$ cat src/rtl/uart_pkg.sv
// Shared UART constants: default baud generator geometry and standard divisors
// for a 50 MHz clock with 16x oversampling (FRAC_W = 4).
package uart_pkg;

    localparam int DEF_DIV_W  = 16;
    localparam int DEF_FRAC_W = 4;
    localparam int DEF_OVS    = 16;

    // 50e6 / (115200*16) = 27.127 -> 27 + 2/16
    localparam int BAUD_115200_INT  = 27;
    localparam int BAUD_115200_FRAC = 2;
    // 50e6 / (9600*16) = 325.52 -> 325 + 8/16
    localparam int BAUD_9600_INT    = 325;
    localparam int BAUD_9600_FRAC   = 8;

    function automatic bit is_pow2(input int v);
        return (v > 0) && ((v & (v - 1)) == 0);
    endfunction

endpackage

$ cat src/rtl/uart_frac_div.sv
// Integer+fractional clock divider producing the oversample tick; the fractional
// accumulator stretches one period by a cycle each time it carries.
module uart_frac_div
    import uart_pkg::*;
#(
    parameter int DIV_W  = DEF_DIV_W,
    parameter int FRAC_W = DEF_FRAC_W
) (
    input  logic              clk,
    input  logic              reset_n,
    input  logic              enable,
    input  logic              restart,
    input  logic [DIV_W-1:0]  shadow_int,
    input  logic [FRAC_W-1:0] shadow_frac,
    output logic              tick_cond,
    output logic              s_tick
);

    logic [DIV_W:0]  cnt_q, cnt_d;
    logic [DIV_W:0]  period;
    logic [DIV_W:0]  period_m1;
    logic [FRAC_W-1:0] acc_q, acc_d;
    logic [FRAC_W:0] acc_sum;
    logic            ext_q, ext_d;
    logic            s_tick_q, s_tick_d;
    logic            terminal;

    always_comb begin
        // One extra counter bit keeps the longest period (max int plus carry) representable.
        period    = {1'b0, shadow_int} + {{DIV_W{1'b0}}, ext_q};
        period_m1 = period - {{DIV_W{1'b0}}, 1'b1};
        acc_sum   = {1'b0, acc_q} + {1'b0, shadow_frac};
        terminal  = (cnt_q == period_m1);
        tick_cond = enable && !restart && terminal;

        cnt_d    = cnt_q;
        acc_d    = acc_q;
        ext_d    = ext_q;
        s_tick_d = 1'b0;

        if (!enable || restart) begin
            cnt_d = '0;
            acc_d = '0;
            ext_d = 1'b0;
        end else if (terminal) begin
            cnt_d    = '0;
            s_tick_d = 1'b1;
            acc_d    = acc_sum[FRAC_W-1:0];
            ext_d    = acc_sum[FRAC_W];
        end else begin
            cnt_d = cnt_q + {{DIV_W{1'b0}}, 1'b1};
        end
    end

    always_ff @(posedge clk or negedge reset_n) begin
        if (!reset_n) begin
            cnt_q    <= '0;
            acc_q    <= '0;
            ext_q    <= 1'b0;
            s_tick_q <= 1'b0;
        end else begin
            cnt_q    <= cnt_d;
            acc_q    <= acc_d;
            ext_q    <= ext_d;
            s_tick_q <= s_tick_d;
        end
    end

    assign s_tick = s_tick_q;

endmodule

$ cat src/rtl/uart_baud_gen.sv
// Baud tick generator: shadowed divisor, oversample tick, bit-rate tick and
// mid-bit sample tick, all registered and aligned to the same edge.
module uart_baud_gen
    import uart_pkg::*;
#(
    parameter int DIV_W  = DEF_DIV_W,
    parameter int FRAC_W = DEF_FRAC_W,
    parameter int OVS    = DEF_OVS
) (
    input  logic              clk,
    input  logic              reset_n,
    input  logic              enable,
    input  logic              restart,
    input  logic [DIV_W-1:0]  div_int,
    input  logic [FRAC_W-1:0] div_frac,
    output logic              s_tick,
    output logic              bit_tick,
    output logic              mid_tick,
    output logic              div_err
);

    localparam int OS_W = $clog2(OVS);
    localparam logic [OS_W-1:0] OS_LAST = OS_W'(OVS - 1);
    localparam logic [OS_W-1:0] OS_MID  = OS_W'(OVS / 2 - 1);

    logic [DIV_W-1:0]  shadow_int_q, shadow_int_d;
    logic [FRAC_W-1:0] shadow_frac_q, shadow_frac_d;
    logic [OS_W-1:0]   os_cnt_q, os_cnt_d;
    logic              div_err_q, div_err_d;
    logic              bit_tick_q, bit_tick_d;
    logic              mid_tick_q, mid_tick_d;
    logic              load;
    logic              tick_cond;

    always_comb begin
        load          = !enable || restart;
        shadow_int_d  = shadow_int_q;
        shadow_frac_d = shadow_frac_q;
        div_err_d     = div_err_q;
        os_cnt_d      = os_cnt_q;
        bit_tick_d    = 1'b0;
        mid_tick_d    = 1'b0;

        if (load) begin
            // A zero divisor would never reach terminal count; run at divide-by-1 and flag it.
            shadow_int_d  = (div_int == '0) ? {{(DIV_W-1){1'b0}}, 1'b1} : div_int;
            shadow_frac_d = div_frac;
            div_err_d     = (div_int == '0);
            os_cnt_d      = '0;
        end else if (tick_cond) begin
            os_cnt_d   = os_cnt_q + OS_W'(1);
            bit_tick_d = (os_cnt_q == OS_LAST);
            mid_tick_d = (os_cnt_q == OS_MID);
        end
    end

    always_ff @(posedge clk or negedge reset_n) begin
        if (!reset_n) begin
            shadow_int_q  <= {{(DIV_W-1){1'b0}}, 1'b1};
            shadow_frac_q <= '0;
            div_err_q     <= 1'b0;
            os_cnt_q      <= '0;
            bit_tick_q    <= 1'b0;
            mid_tick_q    <= 1'b0;
        end else begin
            shadow_int_q  <= shadow_int_d;
            shadow_frac_q <= shadow_frac_d;
            div_err_q     <= div_err_d;
            os_cnt_q      <= os_cnt_d;
            bit_tick_q    <= bit_tick_d;
            mid_tick_q    <= mid_tick_d;
        end
    end

    uart_frac_div #(
        .DIV_W  (DIV_W),
        .FRAC_W (FRAC_W)
    ) u_frac_div (
        .clk         (clk),
        .reset_n     (reset_n),
        .enable      (enable),
        .restart     (restart),
        .shadow_int  (shadow_int_q),
        .shadow_frac (shadow_frac_q),
        .tick_cond   (tick_cond),
        .s_tick      (s_tick)
    );

    assign bit_tick = bit_tick_q;
    assign mid_tick = mid_tick_q;
    assign div_err  = div_err_q;

endmodule

$ cat config.mk
export PLATFORM = sky130hd
export DESIGN_NAME = uart_baud_gen
export DESIGN_NICKNAME = d
export VERILOG_FILES = /design/src/rtl/uart_pkg.sv /design/src/rtl/uart_frac_div.sv /design/src/rtl/uart_baud_gen.sv
export SDC_FILE = /design/constraint.sdc
export NUM_CORES = 1
export LEC_CHECK = 0
export CAP_MARGIN = 20
export CORE_MARGIN = 2
export CORE_UTILIZATION = 50
export CTS_CLUSTER_DIAMETER = 60
export CTS_CLUSTER_SIZE = 25
export DETAILED_ROUTE_END_ITERATION = 8
export DONT_BUFFER_PORTS = 1
export MAX_ROUTING_LAYER = met4
export PLACE_DENSITY = 0.73
export REMOVE_ABC_BUFFERS = 1
export SETUP_SLACK_MARGIN = 0.15
export SYNTH_ARGS = -nofsm -noshare
export SYNTH_HDL_FRONTEND = slang
export SYNTH_HIERARCHICAL = 1
export SYNTH_SLANG_ARGS = --single-unit
$ cat constraint.sdc
create_clock -name clk -period 5.9 [get_ports clk]
set_clock_uncertainty 0.1 [all_clocks]
set_input_delay 0.295 -clock clk [delete_from_list [all_inputs] [get_ports clk]]
set_output_delay 0.295 -clock clk [all_outputs]
set_load 0.05 [all_outputs]
# Word level (Yosys, flattened, before mapping)
# Index checks and enable logic that the tools add are counted.
[classes]
n_mux = 15
n_eq_ne = 3
reduce_logical = 8
addsub = 5
[ops]
columns = ["operator", "n"]
rows = [
  ["$mux W17", 2],
  ["$add A16 B1 Y17", 1],
  ["$add A17 B1 Y17 const B", 1],
  ["$eq A17 B17 Y1", 1],
  ["$sub A17 B1 Y17 const B", 1],
  ["$logic_not A16 Y1", 1],
  ["$mux W16", 1],
  ["$mux W4", 4],
  ["$mux W1", 8],
  ["$add A4 B4 Y5", 1],
  ["$add A4 B1 Y4 const B", 1],
  ["$eq A4 B3 Y1 const B", 1],
  ["$eq A4 B4 Y1 const B", 1],
  ["$reduce_bool A2 Y1", 2],
  ["$logic_and A1 B1 Y1", 2],
  ["$logic_not A1 Y1", 2],
  ["$logic_or A1 B1 Y1", 1],
]
[word_totals]
in_bits = 24
regBits = 50
output_inout_bits = 4
elab_cells = 41

# Logic depth before layout (Yosys ltp)
[logic_depth]
ltp_word = 6
mapped_depth = 13
ltp_nobuf = 13

# By module
# Netlist, hierarchy kept.
[modules_own_cells]
columns = ["module", "seq_area_each_um2", "cells_each", "n_inst", "area_per_inst_um2"]
rows = [
  ["uart_frac_div", 575.6, 203, 1, 1824.2],
  ["uart_baud_gen", 676.9, 116, 1, 1117.3],
]

# Least setup slack after synthesis
# Ideal clock, no wire load.
[synth_timing]
kind = "register to register"
start = "register u_frac_div.ext_q"
end = "register os_cnt_q[3]"
slack_ns = 2.350
setup_time_ns = 0.119
n_path_buf = 0
arrival_ns = 3.331
synth_period_minus_slack_ns = 3.550
path_stages_with_launch = 14
path_cell_list = "dfrtp_1 -> inv_1 -> ha_1 -> ha_1 -> or3b_2 -> or3_2 -> nand3_1 -> o2111ai_1 -> nor4_1 -> nand2_1 -> nor2_1 -> nand4_1 -> xnor2_1 -> nor2_1"
[synth_via]
elab_chain_len = 5
[synth_lines]
columns = ["item", "line", "text"]
rows = [
  ["start, declared", "uart_frac_div.sv:24", "logic ext_q, ext_d;"],
  ["start signal, assigned", "uart_frac_div.sv:64", "ext_q <= ext_d;"],
  ["$add A16 B1 Y17", "uart_frac_div.sv:30", "period = {1'b0, shadow_int} + {{DIV_W{1'b0}}, ext_q};"],
  ["$sub A17 B1 Y17", "uart_frac_div.sv:31", "period_m1 = period - {{DIV_W{1'b0}}, 1'b1};"],
  ["$eq A17 B17 Y1", "uart_frac_div.sv:33", "terminal = (cnt_q == period_m1);"],
  ["$logic_and A1 B1 Y1", "uart_frac_div.sv:34", "tick_cond = enable && !restart && terminal;"],
  ["named net tick_cond", "uart_baud_gen.sv:33", "logic tick_cond;"],
  ["$reduce_bool A2 Y1 (no source line)", "--", ""],
  ["end signal, assigned", "uart_baud_gen.sv:69", "os_cnt_q <= os_cnt_d;"],
  ["end, declared", "uart_baud_gen.sv:28", "logic [OS_W-1:0] os_cnt_q, os_cnt_d;"],
]
# The timed path passes the listed nets, and every way through them passes these cells.
# A chain may end at the register's enable or synchronous reset.

# Worst setup path in the final report
# Same ends and word-level chain as after synthesis.

==> results.sh <==
export IMPL_power_mw=0.6967
export IMPL_finalCriticalPeriod_ps=4106
export IMPL_path_max_fanout=7
export IMPL_cts_root_buf="clkbuf_8"
export IMPL_setup_viol=0
export IMPL_yosysWarnings=6
export IMPL_wirelength_um=5744
export IMPL_critPathKind="reg2reg"
export IMPL_portBuffers=0
export IMPL_tns_ps=0
export IMPL_fmaxAchievable_ghz=0.2436
export IMPL_clock_latency_ps=310
export IMPL_drt_initial_drc_count=119
export IMPL_slew_violations=0
export IMPL_wl_per_cell_um=14.11
export IMPL_status="complete, no violations"
export IMPL_cts_hold_buf=18
export IMPL_clkTransAtPathRegs_ps=90
export IMPL_final_cells=407
export IMPL_dieHeight_um=80.70
export IMPL_p_leak_nw=1.423
export IMPL_rsz0062_at_grt="no"
export IMPL_cts_buffers=5
export IMPL_yosys_register_bits=50
export IMPL_startpoint_type="flip-flop"
export IMPL_antenna_found_initial=0
export IMPL_yosysSeqAreaShare=0.4258
export IMPL_synthAdderAreaFrac=0.04083
export IMPL_dpl_hpwl_um=4189
export IMPL_fp_row_count=27
export IMPL_hold_slack_ps=9.820
export IMPL_worst_ep_arrival_time_ps=4170
export IMPL_yosys_mux_area_fraction=0.006806
export IMPL_antenna_cells=0
export IMPL_grt_pass1_vias=2186
export IMPL_drtPass1Iterations=4
export IMPL_io_pins=28
export IMPL_synth_simple_area_share=0.2846
export IMPL_cts_resized=0
export IMPL_drive_above_1_share=0.07761
export IMPL_hold_violations=0
export IMPL_slew_headroom=0.3988
export IMPL_synthFlopType="dfrtp_1"
export IMPL_synth_compound_area_frac=0.09017
export IMPL_ir_drop_mv=0.1648
export IMPL_synth_top_family_by_area="simple AND/OR/NAND/NOR gates"
export IMPL_worst_pin_slew_ps=897.8
export IMPL_core_area_um2=5608
export IMPL_vias=2267
export IMPL_gp_congestion=0.8645
export IMPL_antenna_left=0
export IMPL_cts_num_sinks=50
export IMPL_n_fill_cell=509
export IMPL_cap_violations=0
export IMPL_htree_levels=2
export IMPL_cts_tree="yes"
export IMPL_synth_cells=319
export IMPL_synth_cell_types=55
export IMPL_grt_pass1_wl_um=10090
export IMPL_fin_util=0.5805
export IMPL_post_route_period_util=0.6959
export IMPL_synthXorXnorAreaFrac=0.1131
export IMPL_overflow=0
export IMPL_critPathCaptureType="flip-flop"
export IMPL_grt_max_degree=51
export IMPL_fin_nets=367
export IMPL_synth_top_area_share=0.4168
export IMPL_yosysTopAreaCell="dfrtp_1"
export IMPL_postCtsSetupRepairBufs=0
export IMPL_drc=0
export IMPL_avgSynthCellArea_um2=9.221
export IMPL_initial_core_util=0.5245
export IMPL_vias_per_cell=5.570
export IMPL_hold_class="in2reg"
export IMPL_synthToLayoutAreaGrowth_pct=10.68
export IMPL_die_area_um2=6512
export IMPL_pwr_density_cell_nw_per_um2=214.0
export IMPL_synth_edff_count=0
export IMPL_ys_top_cells_by_area="dfrtp_1 42%, nand2_1 8.5%, xnor2_1 6.0%, xor2_1 5.4%, nor2_1 4.3%"
export IMPL_synthArstFlopShare=1.000
export IMPL_dp_cells=381
export IMPL_netlist_area_um2=2942
export IMPL_clk_path_buf_depth=2
export IMPL_die_w_um=80.70
export IMPL_grtUsageTotal=0.2062
export IMPL_required_ps=5960
## worst max-delay path, stage by stage (launching register included)
cell and delay (ps):
dfrtp_1 370, inv_1 80, ha_1 200, ha_1 290, or3b_2 530, or3_2 490
nand3_1 100, o2111ai_1 140, nor4_1 610, nand2_1 230, nor2_1 430, nand4_1 180
xnor2_1 170, nor2_1 60
## report_power, final
group / internal, mW / switching [mW] / total, mW
clock: 0.127 / 0.114 / 0.240
combinational: 0.0379 / 0.0470 / 0.0850
sequential: 0.355 / 0.0168 / 0.372
## area by class of cell
cell class / count / area, µm² / share of cell area
Multi-Input combinational cell: 251 / 1575 / 0.4839
Sequential cell: 50 / 1252 / 0.3847
Timing Repair Buffer: 18 / 197.7 / 0.06072
Tap cell: 72 / 90.09 / 0.02767
Clock buffer: 6 / 72.57 / 0.02229
Clock inverter: 2 / 37.54 / 0.01153
Inverter: 8 / 30.03 / 0.009224
## logic make-up after synthesis
kind of cell | count (synthesis)
adders and majority gates | 9
DFF | 50
buffers and inverters | 18
xor gates and xnor gates | 38
AOI/OAI and AO/OA | 35
and+or+nand+nor | 167
muxes | 2
## worst paths after layout
kind / slack, ps / depth (start not counted) / to / start
max: 1790 / 13 / os_cnt_q[3] / u_frac_div/ext_q
min: 10 / 2 / shadow_frac_q[1] / div_frac[1]
max reg2reg: 1790 / 13 / os_cnt_q[3] / u_frac_div/ext_q
min reg2reg: 340 / 1 / mid_tick / os_cnt_q[3]
max in group asynchronous: 5040 / 2 / shadow_int_q[0] / reset_n
min in group asynchronous: 380 / 2 / u_frac_div/cnt_q[16] / reset_n
## state kept, by name, indices dropped and copies added (netlist names)
register,cells
u_frac_div/ext_q,1
bit_tick,1
u_frac_div/acc_q,4
os_cnt_q,4
u_frac_div/s_tick,1
mid_tick,1
div_err,1
u_frac_div/cnt_q,17
shadow_frac_q,4
shadow_int_q,16
## layout by cell type (no fill, tap or decap), types with 2 or more instances in the layout
cell / netlist / final
nand2_1: 67 / 67
dfrtp_1: 49 / 49
nor2_1: 34 / 34
xnor2_1: 20 / 20
xor2_1: 18 / 18
dlygate4sd3_1: 0 / 17
nand3_1: 14 / 14
a21oi_1: 11 / 11
inv_1: 8 / 8
ha_1: 8 / 8
and3_1: 7 / 7
nand4_1: 6 / 6
clkbuf_8: 0 / 5
nor3_1: 5 / 5
o21ai_0: 5 / 5
nor4_2: 4 / 4
nor4_1: 4 / 4
nor2b_1: 3 / 3
o31ai_1: 3 / 3
or2b_2: 3 / 3
o211ai_1: 3 / 3
nand2b_1: 2 / 2
mux2i_1: 2 / 2
or4_1: 2 / 2
nor3b_1: 2 / 2
and3_2: 2 / 2
a21o_1: 2 / 2
## cell usage after synthesis, types with 2 or more instances
| cell | number |
|---|---|
| a21o_1 | 2 |
| a21oi_1 | 11 |
| and3_1 | 7 |
| and3_2 | 2 |
| buf_4 | 2 |
| buf_6 | 4 |
| clkbuf_1 | 2 |
| dfrtp_1 | 49 |
| ha_1 | 8 |
| inv_1 | 8 |
| mux2i_1 | 2 |
| nand2_1 | 67 |
| nand2b_1 | 2 |
| nand3_1 | 14 |
| nand4_1 | 6 |
| nor2_1 | 34 |
| nor2b_1 | 3 |
| nor3_1 | 5 |
| nor3b_1 | 2 |
| nor4_1 | 4 |
| nor4_2 | 4 |
| o211ai_1 | 3 |
| o21ai_0 | 5 |
| o31ai_1 | 3 |
| or2b_2 | 3 |
| or4_1 | 2 |
| xnor2_1 | 20 |
| xor2_1 | 18 |
## through the flow
| stage | setup WS [ps] | area (µm²) |
|---|---|---|
| finish | 1794 | 3256 |
| global placement | 2018 | 2948 |
| CTS | 1836 | 3256 |
| global route | 1474 | 3256 |
| detailed placement | 1877 | 2948 |
| floorplan | 2322 | 2858 |
## routing by layer
metal,share of wire,GRT usage
met1,0.48,0.2749
met3,0.039,0.02584
met5,0,-
met2,0.47,0.3275
met4,0.016,0.07119
No activity file was read; power rests on OpenSTA's default activity.
